### config.mk
export PLATFORM = sky130hd
export DESIGN_NAME = serial_adder_nbit_flat
export DESIGN_NICKNAME = d
export VERILOG_FILES = /design/src/rtl/serial_adder_nbit_if.sv /design/src/rtl/serial_adder_nbit.sv /design/src/flat_wrapper.sv
export SDC_FILE = /design/constraint.sdc
export NUM_CORES = 1
export LEC_CHECK = 0
export ABC_AREA = 1
export CAP_MARGIN = 30
export CORE_MARGIN = 2
export CORE_UTILIZATION = 35
export CTS_CLUSTER_DIAMETER = 120
export DETAILED_ROUTE_END_ITERATION = 10
export GPL_TIMING_DRIVEN = 0
export SYNTH_ARGS = -nofsm -noshare
export SYNTH_HDL_FRONTEND = slang
export SYNTH_SLANG_ARGS = --single-unit
export TNS_END_PERCENT = 1
### constraint.sdc
create_clock -name clk -period 2.1 [get_ports clk]
set_input_delay 0.63 -clock clk [delete_from_list [all_inputs] [get_ports clk]]
set_output_delay 0.63 -clock clk [all_outputs]
set_load 0.03 [all_outputs]
### src/rtl/serial_adder_nbit_if.sv
// Start/busy/done handshake and operand/result bundle for the bit-serial adder.
interface serial_adder_nbit_if #(
   parameter int unsigned WIDTH = 8
);
   logic             start;
   logic [WIDTH-1:0] a;
   logic [WIDTH-1:0] b;
   logic             cin;
   logic             busy;
   logic             done;
   logic [WIDTH-1:0] sum;
   logic             carry_out;

   modport master (
      output start, a, b, cin,
      input  busy, done, sum, carry_out
   );

   modport slave (
      input  start, a, b, cin,
      output busy, done, sum, carry_out
   );
endinterface

### src/rtl/serial_adder_nbit.sv
// Bit-serial LSB-first adder: {carry_out,sum} = a + b + cin, one bit per clock.
// A carry flip-flop links the bits; each bit is a full adder made of two half adders.
module serial_adder_nbit #(
   parameter int unsigned WIDTH = 8
) (
   input logic                clk,
   input logic                rst_n,
   serial_adder_nbit_if.slave bus
);
   localparam int unsigned CNT_W = (WIDTH > 2) ? $clog2(WIDTH) : 1;
   localparam logic [CNT_W-1:0] LAST_BIT = CNT_W'(WIDTH - 1);

   typedef enum logic [1:0] {
      IDLE = 2'd0,
      ADD  = 2'd1,
      DONE = 2'd2
   } state_t;

   state_t           state_q, state_d;
   logic [WIDTH-1:0] a_q, a_d;
   logic [WIDTH-1:0] b_q, b_d;
   logic [WIDTH-1:0] sum_q, sum_d;
   logic [CNT_W-1:0] cnt_q, cnt_d;
   logic             carry_q, carry_d;
   logic             cout_q, cout_d;
   logic             busy_q, busy_d;
   logic             done_q, done_d;

   // Full adder on the current LSBs, built from two half-adder cells.
   logic ha1_s, ha1_c, ha2_c, bit_s, bit_c;
   assign ha1_s = a_q[0] ^ b_q[0];
   assign ha1_c = a_q[0] & b_q[0];
   assign bit_s = ha1_s ^ carry_q;
   assign ha2_c = ha1_s & carry_q;
   assign bit_c = ha1_c | ha2_c;

   always_ff @(posedge clk or negedge rst_n) begin
      if (!rst_n) begin
         state_q <= IDLE;
         a_q     <= '0;
         b_q     <= '0;
         sum_q   <= '0;
         cnt_q   <= '0;
         carry_q <= 1'b0;
         cout_q  <= 1'b0;
         busy_q  <= 1'b0;
         done_q  <= 1'b0;
      end else begin
         state_q <= state_d;
         a_q     <= a_d;
         b_q     <= b_d;
         sum_q   <= sum_d;
         cnt_q   <= cnt_d;
         carry_q <= carry_d;
         cout_q  <= cout_d;
         busy_q  <= busy_d;
         done_q  <= done_d;
      end
   end

   always_comb begin
      state_d = state_q;
      a_d     = a_q;
      b_d     = b_q;
      sum_d   = sum_q;
      cnt_d   = cnt_q;
      carry_d = carry_q;
      cout_d  = cout_q;
      busy_d  = 1'b0;
      done_d  = 1'b0;

      case (state_q)
         IDLE: begin
            if (bus.start) begin
               state_d = ADD;
               a_d     = bus.a;
               b_d     = bus.b;
               carry_d = bus.cin;
               cnt_d   = '0;
               sum_d   = '0;
               cout_d  = 1'b0;
            end
         end
         ADD: begin
            // New bit enters at the MSB so bit i settles at sum[i] after WIDTH shifts.
            sum_d   = {bit_s, sum_q[WIDTH-1:1]};
            a_d     = {1'b0, a_q[WIDTH-1:1]};
            b_d     = {1'b0, b_q[WIDTH-1:1]};
            carry_d = bit_c;
            cnt_d   = cnt_q + CNT_W'(1);
            if (cnt_q == LAST_BIT) begin
               state_d = DONE;
               cout_d  = bit_c;
            end
         end
         DONE: begin
            state_d = IDLE;
         end
         default: begin
            state_d = IDLE;
         end
      endcase

      busy_d = (state_d != IDLE);
      done_d = (state_d == DONE);
   end

   assign bus.busy      = busy_q;
   assign bus.done      = done_q;
   assign bus.sum       = sum_q;
   assign bus.carry_out = cout_q;
endmodule

### src/flat_wrapper.sv
// flat-port wrapper written by rule: the top's interface ports become plain ports
module serial_adder_nbit_flat 
#(
   parameter int unsigned WIDTH = 8
)
  (clk, rst_n, bus_start, bus_a, bus_b, bus_cin, bus_busy, bus_done, bus_sum, bus_carry_out);
  serial_adder_nbit_if #(.WIDTH(WIDTH)) bus_i ();
  input logic clk;
  input logic rst_n;
  input wire logic [$bits(bus_i.start)-1:0] bus_start;
  input wire logic [$bits(bus_i.a)-1:0] bus_a;
  input wire logic [$bits(bus_i.b)-1:0] bus_b;
  input wire logic [$bits(bus_i.cin)-1:0] bus_cin;
  output wire logic [$bits(bus_i.busy)-1:0] bus_busy;
  output wire logic [$bits(bus_i.done)-1:0] bus_done;
  output wire logic [$bits(bus_i.sum)-1:0] bus_sum;
  output wire logic [$bits(bus_i.carry_out)-1:0] bus_carry_out;
  assign bus_i.start = bus_start;
  assign bus_i.a = bus_a;
  assign bus_i.b = bus_b;
  assign bus_i.cin = bus_cin;
  assign bus_busy = bus_i.busy;
  assign bus_done = bus_i.done;
  assign bus_sum = bus_i.sum;
  assign bus_carry_out = bus_i.carry_out;
  serial_adder_nbit #(.WIDTH(WIDTH)) u_core (.clk(clk), .rst_n(rst_n), .bus(bus_i));
endmodule
# --- Word level (Yosys, flattened, before mapping) ---
# Index checks and enable logic that the tools add are counted.
word_totals:
  reg_bits: 33
  input_bits: 20
  out_inout_bits: 11
  wordCells: 41
op_classes:
  addsub: 1
  n_eq_ne: 5
  muxes: 16
  bitwise_logic: 5
  reduce_logical: 5
ops:
  columns: ["cell", "count"]
  rows:
  - ["$pmux 8 s2", 3]
  - ["$mux 8", 3]
  - ["$pmux 3 s2", 1]
  - ["$mux 2", 2]
  - ["$pmux 1 s2", 2]
  - ["$pmux 2 s2", 1]
  - ["$reduce_bool 2->1", 2]
  - ["$add 3x1->3 const B", 1]
  - ["$eq 3x3->1 const B", 1]
  - ["$mux 1", 3]
  - ["$mux 3", 1]
  - ["$reduce_and 3->1", 1]
  - ["$and 1x1->1", 2]
  - ["$eq 2x1->1 const B", 1]
  - ["$eq 2x2->1 const B", 1]
  - ["$logic_not 2->1", 1]
  - ["$ne 2x1->1 const B", 1]
  - ["$ne 2x2->1 const B", 1]
  - ["$reduce_and 2->1", 1]
  - ["$xor 1x1->1", 2]
  - ["$or 1x1->1", 1]

# --- Longest topological paths before layout ---
logic_depth:
  depth_word: 5
  mapped_depth: 7
  depth_no_buf: 7

# --- Worst setup path before layout ---
# OpenSTA, ideal clock, no wires.
synth_path:
  kind: "in2reg"
  startpoint: "input bus_start"
  endpoint: "register u_core.a_q[1]"
  setup_ns: 0.116
  arrival_ns: 1.210
  required_ns: 1.984
  setup_slack_ns: 0.773
  stages: 6
  path_buffers: 2
  path_cell_list: "buf_2 > nand2_1 > nand2_2 > buf_6 > nand2_1 > nand2_1"
synth_via:
  elab_chain_cells: 2
synth_rtl:
  columns: ["element", "line_no", "rtl"]
  rows:
  - ["from (decl)", "flat_wrapper.sv:10", "input wire logic [$bits(bus_i.start)-1:0] bus_start;"]
  - ["$ne 2x2->1 (no source line)", null, null]
  - ["$reduce_and 2->1 (no source line)", null, null]
  - ["to (signal assigned)", "serial_adder_nbit.sv:40", "a_q <= '0;"]
  - ["to (signal assigned)", "serial_adder_nbit.sv:50", "a_q <= a_d;"]
  - ["to (decl)", "serial_adder_nbit.sv:20", "logic [WIDTH-1:0] a_q, a_d;"]
# No other way between the ends.
# A chain may end at the register's enable or synchronous reset.

# --- Final worst setup path ---
layout_path:
  startpoint: "register u_core.sum_q[3] (netlist: u_core.bus.sum[3])"
  endpoint: "output bus_sum[3]"
layout_rtl:
  columns: ["element", "line_no", "rtl"]
  rows:
  - ["from (decl)", "serial_adder_nbit.sv:22", "logic [WIDTH-1:0] sum_q, sum_d;"]
  - ["from (signal assigned)", "serial_adder_nbit.sv:52", "sum_q <= sum_d;"]
  - ["to (decl)", "flat_wrapper.sv:16", "output wire logic [$bits(bus_i.sum)-1:0] bus_sum;"]
# No word-level cell between the ends.

==> flow_summary.toml <==
[status]
status = "finished, final reports clean"

[clocking]
cts_max_level = 2
cts_resized = 0
cts_sinks = 33
post-cts-setup-buffer-count = 0
clockBufferDepth = 2
root_buffer = "clkbuf_8"
postCtsHoldBufs = 0
clock_latency_ns = 0.28
numCtsBuffers = 5
cts_tree = "built"
clkTransAtPathRegs_ns = 0.07

[die]
dieArea_um2 = 5000
coreArea_um2 = 4320
die_y_um = 70.7
die-width_um = 70.7
num_io_pins = 31
fp-row-count = 24
initial_utilization_pct = 36.0

[timing]
setup_viol = 0
whs_ns = 0.404
rsz0062_at_grt = "false"
finalCriticalPeriod_ns = 1.97
fin_crit_sh_pct = 93.9
worstMarginPinSlew_ns = 0.744
tns_ns = 0
hold_viol = 0
maxSlewViolCount = 0
finalClockSkew_ns = 0.00417
max_freq_mhz = 507
slew_headroom_pct = 50.4

[setup_path]
r2r-end = "u_core.a_q[7]"
crit_required_ns = 1.47
path_cells = "clkdlybuf4s50_1"
slowest_stage = "clkdlybuf4s50_1"
endpoint_kind = "primary output"
rr_worst_depth = 5
crit_family = "buffers and inverters"
worst-setup-path-type = "flop to primary output"
cp_max_fo = 3
crit_path_max_incr_delay_ns = 0.68
worstSetupStartpointType = "flop"
critPathBufInv = 1
r2r-start = "u_core.state_q[0]"
regToRegSetupSlack_ns = 0.83
cp.arrival_ns = 1.34

[yosys]
postSynth.asyncResetShare_pct = 100
synth_area_per_cell_um2 = 7.90
yosysMostFrequentCell = "nand2_1"
synthesis.nets = 220
ys_ff_latch = 33
yosys.cell_types.count = 15
ys_seq_area_share_pct = 53.1
synth.cells.most_frequent = "70 x nand2_1, 37 x nand3_1, 33 x dfrtp_1"
synth_top_area_cell = "dfrtp_1"
netlist.area_leader.share_pct = 53.1
synth_cells = 197
synth_ff_type = "dfrtp_1"
synth.cell_area_um2 = 1560
synth_edf_count = 0
yosys_warnings = 0
synthTopCellsByArea = "dfrtp_1 53%, nand2_1 17%, nand3_1 12%, inv_1 5.1%, nor2_1 3.4%"

[place]
port_buffers = 29
hpwl_mm = 2.35
place_area_um2 = 1910
routabilityCongestion = 0.750

[run]
drv_cap = 0

[grt]
antenna_found_initial = 0
grt_pass1_wl_mm = 6.00
grt_pass1_vias = 1266
grt_max_degree = 34
grt_overflow = 0
grt_usage_pct = 15.6

[routing]
route.detailed.drc = 0
via_per_inst = 4.59
drt_iter0_drc = 59
routed_wl_mm = 3.49
drtAntennaViolNets = 0
dr.pass1.iters = 4
vias = 1314
routedWlPerCell_um = 12.2

[cells_and_area]
drive_above_1_share_pct = 8.97
final_core_util_pct = 46.0
final_area_um2 = 1990
diodes = 0
fin_nets = 256
area_delta_synth_final_pct = 27.8

[worst_hold_path]
min_path_type = "input pin to async pin"

[power]
p_per_area_nw_per_um2 = 1430
irDropWorstVdd_mv = 0.584
fin_total_pwr_mw = 2.84
leakage_nw = 1.08
[registers in the layout (all words and copies together) (netlist names)]
signal / flops
u_core.state_q: 2
u_core.carry_q: 1
u_core.bus.sum: 8
u_core.bus.carry_out: 1
u_core.b_q: 8
u_core.cnt_q: 3
u_core.bus.busy: 1
u_core.bus.done: 1
u_core.a_q: 8
[kinds of logic (layout without fill, tap and decap cells)]
family                     count (synthesis)  count (layout)  synth area share (%)
adders and majority gates                  3               3                  2.89
buffers and inverters                     32              69                  9.08
AOI/OAI and AO/OA                          5               5                  1.61
DFF                                       33              33                  53.1
and+or+nand+nor                          124             124                  33.4
[metrics by stage]
| stage | setup WS (ns) | cells |
|---|---|---|
| detailed placement | 0.434 | 278 |
| global route | 0.0832 | 286 |
| global placement | -0.325 | 278 |
| floorplan | 0.773 | 197 |
| finish | 0.128 | 286 |
| CTS | 0.124 | 286 |
[where the power goes]
part / internal, mW / total [mW] / switching (mW)
logic: 0.499 / 1.31 / 0.813
clock network: 0.230 / 0.461 / 0.232
registers: 0.909 / 1.07 / 0.158
[layout make-up]
type	count	area [um^2]
Multi-Input combinational cell	132	589
Buffer	10	58.8
Timing Repair Buffer	29	285
Sequential cell	33	826
Inverter	22	82.6
Clock inverter	2	10.0
Fill cell	447	2330
Tap cell	52	65.1
Clock buffer	6	72.6
[how the worst max path moves through the flow]
stage                                 start             to  slack (ns)  cells past startpoint
final                     u_core.bus.sum[3]     bus_sum[3]        0.13                      1
after global placement                rst_n  u_core.b_q[1]       -0.32                      1
after detailed placement  u_core.bus.sum[7]     bus_sum[7]        0.43                      1
after CTS                 u_core.bus.sum[7]     bus_sum[7]        0.12                      1
after floorplan                   bus_start  u_core.a_q[1]        0.77                      6
after global routing      u_core.bus.sum[7]     bus_sum[7]        0.08                      1
[layer usage]
layer | wire [um] | up-vias | GRT usage [%] | share of wire [%]
met1 | 1760 | 591 | 22.2 | 50
met4 | 65 | 0 | 6.29 | 1.9
li1 | - | 681 | - | -
met3 | 168 | 6 | 3.99 | 4.8
met2 | 1500 | 36 | 22.6 | 43
met5 | 0 | - | 0 | 0
[cells in the final DEF (no fill, tap or decap)]
master and n:
a21oi_1 1, buf_4 1, nand3_1 37, inv_2 1, buf_2 9, ha_1 2, inv_1 21, fa_1 1
clkbuf_8 5, clkdlybuf4s50_1 28, clkbuf_1 1, nand2_2 2, o21ai_0 4, nand4_1 1, clkinv_2 2, nand2_1 70
buf_6 1, nor2_1 14, dfrtp_1 33
Note: power is estimated with default switching activity, not from simulation.
